[src/rtl/hazard_ctrl.sv]
// Hazard controller: forwarding, load-use/branch stall+flush, mul/div sequencing.
// Define HAZARD_MULDIV_EN to build the multi-cycle mul/div sequencer.
module hazard_ctrl #(
    parameter int REG_ADDR_BITS = 5,
    parameter int MD_LATENCY    = 4,
    parameter int CNT_BITS      = 16
) (
    input  logic                     clk,
    input  logic                     reset,
    input  logic [REG_ADDR_BITS-1:0] readRegister1D,
    input  logic [REG_ADDR_BITS-1:0] readRegister2D,
    input  logic [REG_ADDR_BITS-1:0] readRegister1E,
    input  logic [REG_ADDR_BITS-1:0] readRegister2E,
    input  logic [REG_ADDR_BITS-1:0] writeRegE,
    input  logic [REG_ADDR_BITS-1:0] writeRegM,
    input  logic [REG_ADDR_BITS-1:0] writeRegW,
    input  logic                     regWriteE,
    input  logic                     regWriteM,
    input  logic                     regWriteW,
    input  logic                     memToRegE,
    input  logic                     branchTakenE,
    input  logic                     mdStartE,
    output logic [1:0]               forwardAE,
    output logic [1:0]               forwardBE,
    output logic                     stallF,
    output logic                     stallD,
    output logic                     stallE,
    output logic                     flushD,
    output logic                     flushE,
    output logic                     mdBusy,
    output logic                     mdDone,
    output logic [CNT_BITS-1:0]      stallCount
);

    assign forwardAE =
        (readRegister1E == '0) ? 2'b00 :
        (regWriteM && writeRegM == readRegister1E) ? 2'b10 :
        (regWriteW && writeRegW == readRegister1E) ? 2'b01 : 2'b00;

    assign forwardBE =
        (readRegister2E == '0) ? 2'b00 :
        (regWriteM && writeRegM == readRegister2E) ? 2'b10 :
        (regWriteW && writeRegW == readRegister2E) ? 2'b01 : 2'b00;

    logic loadUse;
    logic seqStall;

    assign loadUse = memToRegE && regWriteE && (writeRegE != '0) &&
                     (writeRegE == readRegister1D || writeRegE == readRegister2D);

`ifdef HAZARD_MULDIV_EN
    localparam int CW = (MD_LATENCY > 2) ? $clog2(MD_LATENCY) : 1;

    typedef enum logic [1:0] {IDLE, BUSY, DONE} mdState_t;

    mdState_t      state;
    logic [CW-1:0] mdCount;
    logic          busyQ;
    logic          doneQ;

    always_ff @(posedge clk) begin
        if (reset) begin
            state   <= IDLE;
            mdCount <= '0;
            busyQ   <= 1'b0;
            doneQ   <= 1'b0;
        end else begin
            case (state)
                IDLE: begin
                    if (mdStartE) begin
                        state   <= BUSY;
                        mdCount <= CW'(MD_LATENCY - 2);
                        busyQ   <= 1'b1;
                    end
                end
                BUSY: begin
                    if (mdCount == '0) begin
                        state <= DONE;
                        busyQ <= 1'b0;
                        doneQ <= 1'b1;
                    end else begin
                        mdCount <= mdCount - 1'b1;
                    end
                end
                DONE: begin
                    state <= IDLE;
                    doneQ <= 1'b0;
                end
                default: begin
                    state <= IDLE;
                    busyQ <= 1'b0;
                    doneQ <= 1'b0;
                end
            endcase
        end
    end

    // The start cycle already holds E, before BUSY is entered.
    assign seqStall = !reset &&
                      ((state == IDLE && mdStartE) || state == BUSY);
    assign mdBusy   = busyQ && !reset;
    assign mdDone   = doneQ && !reset;
`else
    logic unusedMd;

    assign unusedMd = mdStartE ^ (MD_LATENCY < 2);
    assign seqStall = 1'b0;
    assign mdBusy   = 1'b0;
    assign mdDone   = 1'b0;
`endif

    always_comb begin
        stallF = 1'b0;
        stallD = 1'b0;
        stallE = 1'b0;
        flushD = 1'b0;
        flushE = 1'b0;
        if (reset) begin
            stallF = 1'b0;
        end else if (seqStall) begin
            stallF = 1'b1;
            stallD = 1'b1;
            stallE = 1'b1;
        end else if (branchTakenE) begin
            flushD = 1'b1;
            flushE = 1'b1;
        end else if (loadUse) begin
            stallF = 1'b1;
            stallD = 1'b1;
            flushE = 1'b1;
        end
    end

    always_ff @(posedge clk) begin
        if (reset) begin
            stallCount <= '0;
        end else if (stallF && stallCount != '1) begin
            stallCount <= stallCount + 1'b1;
        end
    end

endmodule

[config.mk]
export PLATFORM = sky130hd
export DESIGN_NAME = hazard_ctrl
export DESIGN_NICKNAME = d
export VERILOG_FILES = /design/src/rtl/hazard_ctrl.sv
export SDC_FILE = /design/constraint.sdc
export NUM_CORES = 1
export LEC_CHECK = 0
export CAP_MARGIN = 20
export CORE_ASPECT_RATIO = 0.75
export CORE_MARGIN = 1
export CORE_UTILIZATION = 43
export CTS_CLUSTER_SIZE = 30
export DETAILED_ROUTE_END_ITERATION = 10
export PLACE_DENSITY_LB_ADDON = 0.1
export RECOVER_POWER = 25
export SLEW_MARGIN = 10
export SYNTH_ARGS = -nofsm -noshare
export SYNTH_HDL_FRONTEND = slang
export SYNTH_SLANG_ARGS = --single-unit
[constraint.sdc]
create_clock -name clk -period 5.76 [get_ports clk]
set_input_delay 0.576 -clock clk [delete_from_list [all_inputs] [get_ports clk]]
set_output_delay 0.576 -clock clk [all_outputs]
set_load 0.02 [all_outputs]
==> results of run 1 <==
## worst reg2reg max path, cell delays in order, from the launching register on
cell,delay [ns]
dfxtp_1,0.42
nand4_1,0.19
or4_4,0.59
nor2_1,0.66
nor3_1,0.15
mux2_2,0.31
## layout by cell type (no fill, tap or decap)
master            n
or4_4             1
nor3_1            5
clkbuf_8          4
xnor2_1          12
or3_1             3
nand4_1          12
nor2b_1          11
nor4b_1           3
and3_1            2
nor2_1           22
buf_4             1
o31a_1            1
or2_2             1
mux2_2           10
o21ai_0           1
a21oi_1           5
o211a_1           1
nand2_1           8
inv_1             1
a22oi_1           1
o31ai_1           4
conb_1            3
or4_1             8
xor2_1           18
clkdlybuf4s50_1  55
o211ai_1          1
nand3_1           7
dfxtp_1          16
dlygate4sd3_1    10
ha_1              1
o21ba_2           2
nor4_1            9
## cells by family after synthesis
logic type | share of synthesized area (%)
buffers and inverters | 4.31
DFF | 23.0
xor gates and xnor gates | 18.9
AOI/OAI and AO/OA | 8.17
adders and majority gates | 0.898
muxes | 8.08
other | 0.269
and+or+nand+nor | 36.4
## per-stage QoR
stage	area [um2]	instances	utilization, %	setup slack [ns]
finish	2110	277	69.7	1.85
global placement	2050	273	67.9	2.00
global route	2110	277	69.7	1.64
floorplan	1400	179	-	3.33
detailed placement	2050	273	67.9	1.92
CTS	2110	277	69.7	1.89
## worst min-delay path by stage
stage | start | end | slack (ns)
after global placement | stallCount[15] | stallCount[15] | 0.49
after global routing | stallCount[0] | stallCount[0] | 0.54
after detailed placement | stallCount[0] | stallCount[0] | 0.51
after floorplan | stallCount[15] | stallCount[15] | 0.56
final | stallCount[15] | stallCount[15] | 0.52
after CTS | stallCount[15] | stallCount[15] | 0.52
## per-layer routing
layer	vias to the layer above	track usage, %
li1	767	-
met1	740	30.1
met2	80	40.8
met3	4	5.58
met4	0	6.74
met5	-	0
## area by class of cell
| class | count | area [um2] | share of cell area [%] |
|---|---|---|---|
| clock buffer | 4 | 55.1 | 2.61 |
| multi-input combinational | 152 | 1020 | 48.5 |
| timing repair buffer | 66 | 658 | 31.3 |
| tap | 38 | 47.5 | 2.26 |
| sequential | 16 | 320 | 15.2 |
| inverter | 1 | 3.75 | 0.178 |
## power by group
part / total (mW) / internal [mW] / switching, mW / leakage, nW
Sequential: 0.111 / 0.111 / 0.0000503 / 0.129
Combinational: 0.0776 / 0.0425 / 0.0351 / 0.604
Clock: 0.101 / 0.0607 / 0.0401 / 0.0288
==> run_results.csv, run 1 <==
group,metric,value,unit
sta,fin_worst_skew,0.00463,ns
clock_network,cts_inserted_buffers,3,
critical_path,cp.depth,5,
clock_network,clk_latency,0.25,ns
clock_network,htreeDepth,1,
clock_network,cts_root_buf,"clkbuf_8",
critical_path,r2r_start,"stallCount[4]",
critical_path,critPathArrivalTime,3.33,ns
logic_synthesis,ys.flop_type,"dfxtp_1",
logic_synthesis,synthTopCellsByCount,"nor2_1, xor2_1, dfxtp_1",
sta,min_period_over_period,67.9,%
floorplanning,ios,70,
power_and_ir_drop,p_leak,0.761,nW
floorplanning,coreArea,3020,um2
drt,routed_wl,4.01,mm
sta,tightestPinTransition,1.03,ns
logic_synthesis,syn_avg_cell_area,7.87,um2
critical_path,cp_cell_sequence,"clkdlybuf4s50_1 > nor2_1 > nand2_1 > nor2_1 > clkdlybuf4s50_1",
logic_synthesis,synthCells,177,
drt,postRouteAntennaNets,0,
grt,grt_usage,24.1,%
power_and_ir_drop,vdd_drop_max,0.123,mV
floorplanning,start_util,46.1,%
critical_path,ff2ff_path_depth,5,
floorplanning,die_x,67.7,um
layout,drive_gt1_share,7.95,%
hold_path,hold_path_depth,2,
layout,regMostFlops,"stallCount",
drt,wl_per_cell,14.5,um
layout,nFillCells,252,
critical_path,cp_num_buf_inv,2,
layout,antennaDiodeCount,0,
critical_path,path_delay_family,"buffers and inverters",
sta,setup_tns,0,ns
clock_network,cts_tree,"built",
grt,grt_max_degree,31,
power_and_ir_drop,power,0.289,mW
floorplanning,dieArea,3480,um2
critical_path,r2r_slack,3.33,ns
sta,clock.fmax,256,MHz
critical_path,regToRegEndpoint,"stallCount[4]",
critical_path,slowest_stage,"clkdlybuf4s50_1",
layout,largest_reg_flops,16,
drt,highest_layer,"met4",
hold_path,hold_class,"flip-flop to flip-flop",
sta,final_max_slew_viol_count,0,
sta,finalSetupViolCount,0,
clock_network,hold_buffers,0,
drt,met2_length,1.87,mm
drt,drt-met1-wl,1.76,mm
grt,grt_pass1_wl,6.35,mm
critical_path,startpoint_type,"primary input",
critical_path,crit_type,"primary input to output pin",
drt,wl_met3,350,um
clock_network,cts_buffer_depth,2,
logic_synthesis,ys_ff_latch,16,
clock_network,clkSinkCount,16,
outcome,status,"finished, final reports clean",
clock_network,clk_pin_slew,0.07,ns
placed_design,io_buffers,65,
sta,hold_violations,0,
floorplanning,dieHeight,51.3,um
logic_synthesis,yosysWarnings,0,
logic_synthesis,netlist_area,1390,um2
placed_design,dp_hpwl,3.09,mm
drt,initialDrtViolationCount,49,
logic_synthesis,synth_edf_count,0,
critical_path,startpoint,"reset",
critical_path,worstSetupEndpointType,"output pin",
critical_path,slowest_delay,0.94,ns
layout,reg.largest.list,"stallCount x16",
sta,hold-worst-slack,0.522,ns
clock_network,cts_setup_buffers,0,
power_and_ir_drop,pwr_density_cell,137,nW/um2
layout,area_growth,51.1,%
clock_network,cts_resized,0,
floorplanning,rows,17,
grt,grt_pass1_vias,1445,
critical_path,cp.required,5.18,ns
critical_path,cp-endpoint,"stallF",
job,max-cap-violations,0,
drt,vias_per_cell,5.74,
sta,relSlewSlack,31.4,%
layout,nets,284,
drt,num_vias,1591,
drt,dr.pass1.iters,4,
placed_design,routabilityCongestion,0.870,
logic_synthesis,yosysSeqAreaShare,23.0,%
grt,grt_overflow,0,
sta,fin_crit,3.91,ns
logic_synthesis,synth_top_cell_by_area,"dfxtp_1",
logic_synthesis,yosys-top-cells-area,"dfxtp_1, xor2_1, mux2_2",
logic_synthesis,synth_most_common_cell,"nor2_1",
critical_path,path_max_fanout,30,
drt,drc,0,
logic_synthesis,synthArstFlopShare,0,%
sta,rsz0062_at_grt,"no",
logic_synthesis,synth.top_cell.area_share,23.0,%
logic_synthesis,yosys.cell_types.count,30,
grt,antenna_found_initial,0,
Power figures use the tool's default switching activity.
==> inputs of run 2 (changes only) <==
Settings changed: CORE_UTILIZATION 43 to 36.
Clock period 5.76 ns to 3.3 ns, I/O delays scaled along.
==> run_results.csv, run 2 (synthesized netlist as in run 1, its figures left out) <==
group,metric,value,unit
outcome,status,"finished, final reports clean",
power_and_ir_drop,p_leak,0.785,nW
layout,largest_reg_flops,16,
placed_design,dp_cells,292,
clock_network,cts_resized,0,
floorplanning,start_util,37.8,%
drt,wl_per_cell,13.0,um
power_and_ir_drop,pwr-share-clk,35.3,%
clock_network,clk_pin_slew,0.07,ns
layout,regMostFlops,"stallCount",
grt,grt_max_degree,27,
clock_network,clk_latency,0.25,ns
power_and_ir_drop,intPower,0.376,mW
power_and_ir_drop,vdd_drop_max,0.294,mV
floorplanning,dieArea,4130,um2
drt,drc,0,
layout,nets,289,
floorplanning,coreArea,3680,um2
placed_design,routabilityCongestion,0.795,
layout,antennaDiodeCount,0,
clock_network,cts_tree,"built",
floorplanning,rows,19,
sta,hold_violations,0,
power_and_ir_drop,switching_share,26.1,%
layout,fin_cells,296,
placed_design,io_buffers,65,
sta,setup_tns,0,ns
grt,grt_overflow,0,
drt,num_vias,1500,
clock_network,clkSinkCount,16,
hold_path,hold_class,"flip-flop to flip-flop",
critical_path,cp.required,2.97,ns
hold_path,hp-start,"stallCount[15]",
clock_network,htreeDepth,1,
floorplanning,ios,70,
sta,fin_crit,2.83,ns
drt,vias_per_cell,5.07,
grt,antenna_found_initial,0,
layout,mostFrequentLayoutCell,"clkdlybuf4s50_1",
power_and_ir_drop,pwr_density_cell,236,nW/um2
clock_network,cts_buffer_depth,2,
job,max-cap-violations,0,
critical_path,crit_type,"primary input to output pin",
floorplanning,dieHeight,55.9,um
grt,grt_usage,19.3,%
clock_network,hold_buffers,0,
layout,area_growth,55.0,%
drt,routed_wl,3.85,mm
clock_network,cts_root_buf,"clkbuf_8",
power_and_ir_drop,pwr-share-seq,37.9,%
power_and_ir_drop,power_frac_comb,26.7,%
critical_path,startpoint,"writeRegE[1]",
sta,hold-worst-slack,0.507,ns
critical_path,critPathArrivalTime,2.50,ns
placed_design,dp_hpwl,3.00,mm
clock_network,cts_inserted_buffers,3,
critical_path,startpoint_type,"primary input",
clock_network,cts_setup_buffers,0,
sta,min_period_over_period,85.9,%
grt,grt_pass1_vias,1312,
grt,grt_pass1_wl,6.21,mm
critical_path,path_max_fanout,6,
drt,initialDrtViolationCount,43,
sta,clock.fmax,353,MHz
power_and_ir_drop,power.switching,0.133,mW
layout,reg.largest.list,"stallCount x16",
layout,mostFrequentLayoutCells,"clkdlybuf4s50_1, nor2_1, xor2_1",
floorplanning,die_x,73.9,um
drt,postRouteAntennaNets,0,
layout,drive_gt1_share,9.84,%
critical_path,r2r_start,"stallCount[4]",
critical_path,worstSetupEndpointType,"output pin",
sta,finalSetupViolCount,0,
sta,fin_worst_skew,0.00166,ns
sta,rsz0062_at_grt,"no",
sta,final_max_slew_viol_count,0,
drt,dr.pass1.iters,4,
-- run 2: changes by cell type in the layout (fill, tap and decap cells not counted) --
| cell | delta |
|---|---|
| buf_4 | +5 |
-- run 2: worst max-delay path, stage by stage --
cell,delay [ns]
clkdlybuf4s50_1,0.46
or4_1,0.58
o211a_1,0.30
nand2_1,0.21
nor2_1,0.08
clkdlybuf4s50_1,0.54
-- run 2: power by group through the flow --
stage | Sequential [mW] | Clock (mW) | Combinational, mW
after floorplan | 0.198 | 0 | 0.0595
after global placement | 0.198 | 0 | 0.136
after detailed placement | 0.198 | 0 | 0.136
after CTS | 0.193 | 0.185 | 0.137
after global routing | 0.193 | 0.191 | 0.147
final | 0.193 | 0.180 | 0.136
-- run 2: worst paths after layout --
path	slack [ns]	cells after the start	to
setup / recovery	0.47	6	stallD
hold reg to reg	0.51	2	stallCount[15]
hold / removal	0.51	2	stallCount[15]
setup reg to reg	1.22	5	stallCount[14]
-- run 2: routing by layer --
| layer | global-route usage (%) | up-vias | part of all wire (%) |
|---|---|---|---|
| li1 | - | 779 | - |
| met1 | 27.8 | 671 | 52 |
| met2 | 29.4 | 48 | 42 |
| met3 | 4.17 | 2 | 5.1 |
| met4 | 4.12 | 0 | 0.47 |
| met5 | 0 | - | 0 |
-- run 2: layout make-up --
type	count	area (um2)
multi-input cells	152	1020
repair buffers	71	696
clock buffers	4	55.1
fillers	345	1520
inverters	1	3.75
flip-flops and latches	16	320
well taps	52	65.1
-- run 2: per-stage QoR --
stage | cell area, um2 | setup WS (ns) | util, % | total power [mW]
floorplan | 1400 | 1.23 | - | 0.257
global placement | 2110 | 0.463 | 57.1 | 0.333
detailed placement | 2110 | 0.464 | 57.1 | 0.333
CTS | 2160 | 0.455 | 58.6 | 0.515
global route | 2160 | 0.329 | 58.6 | 0.531
finish | 2160 | 0.465 | 58.6 | 0.509
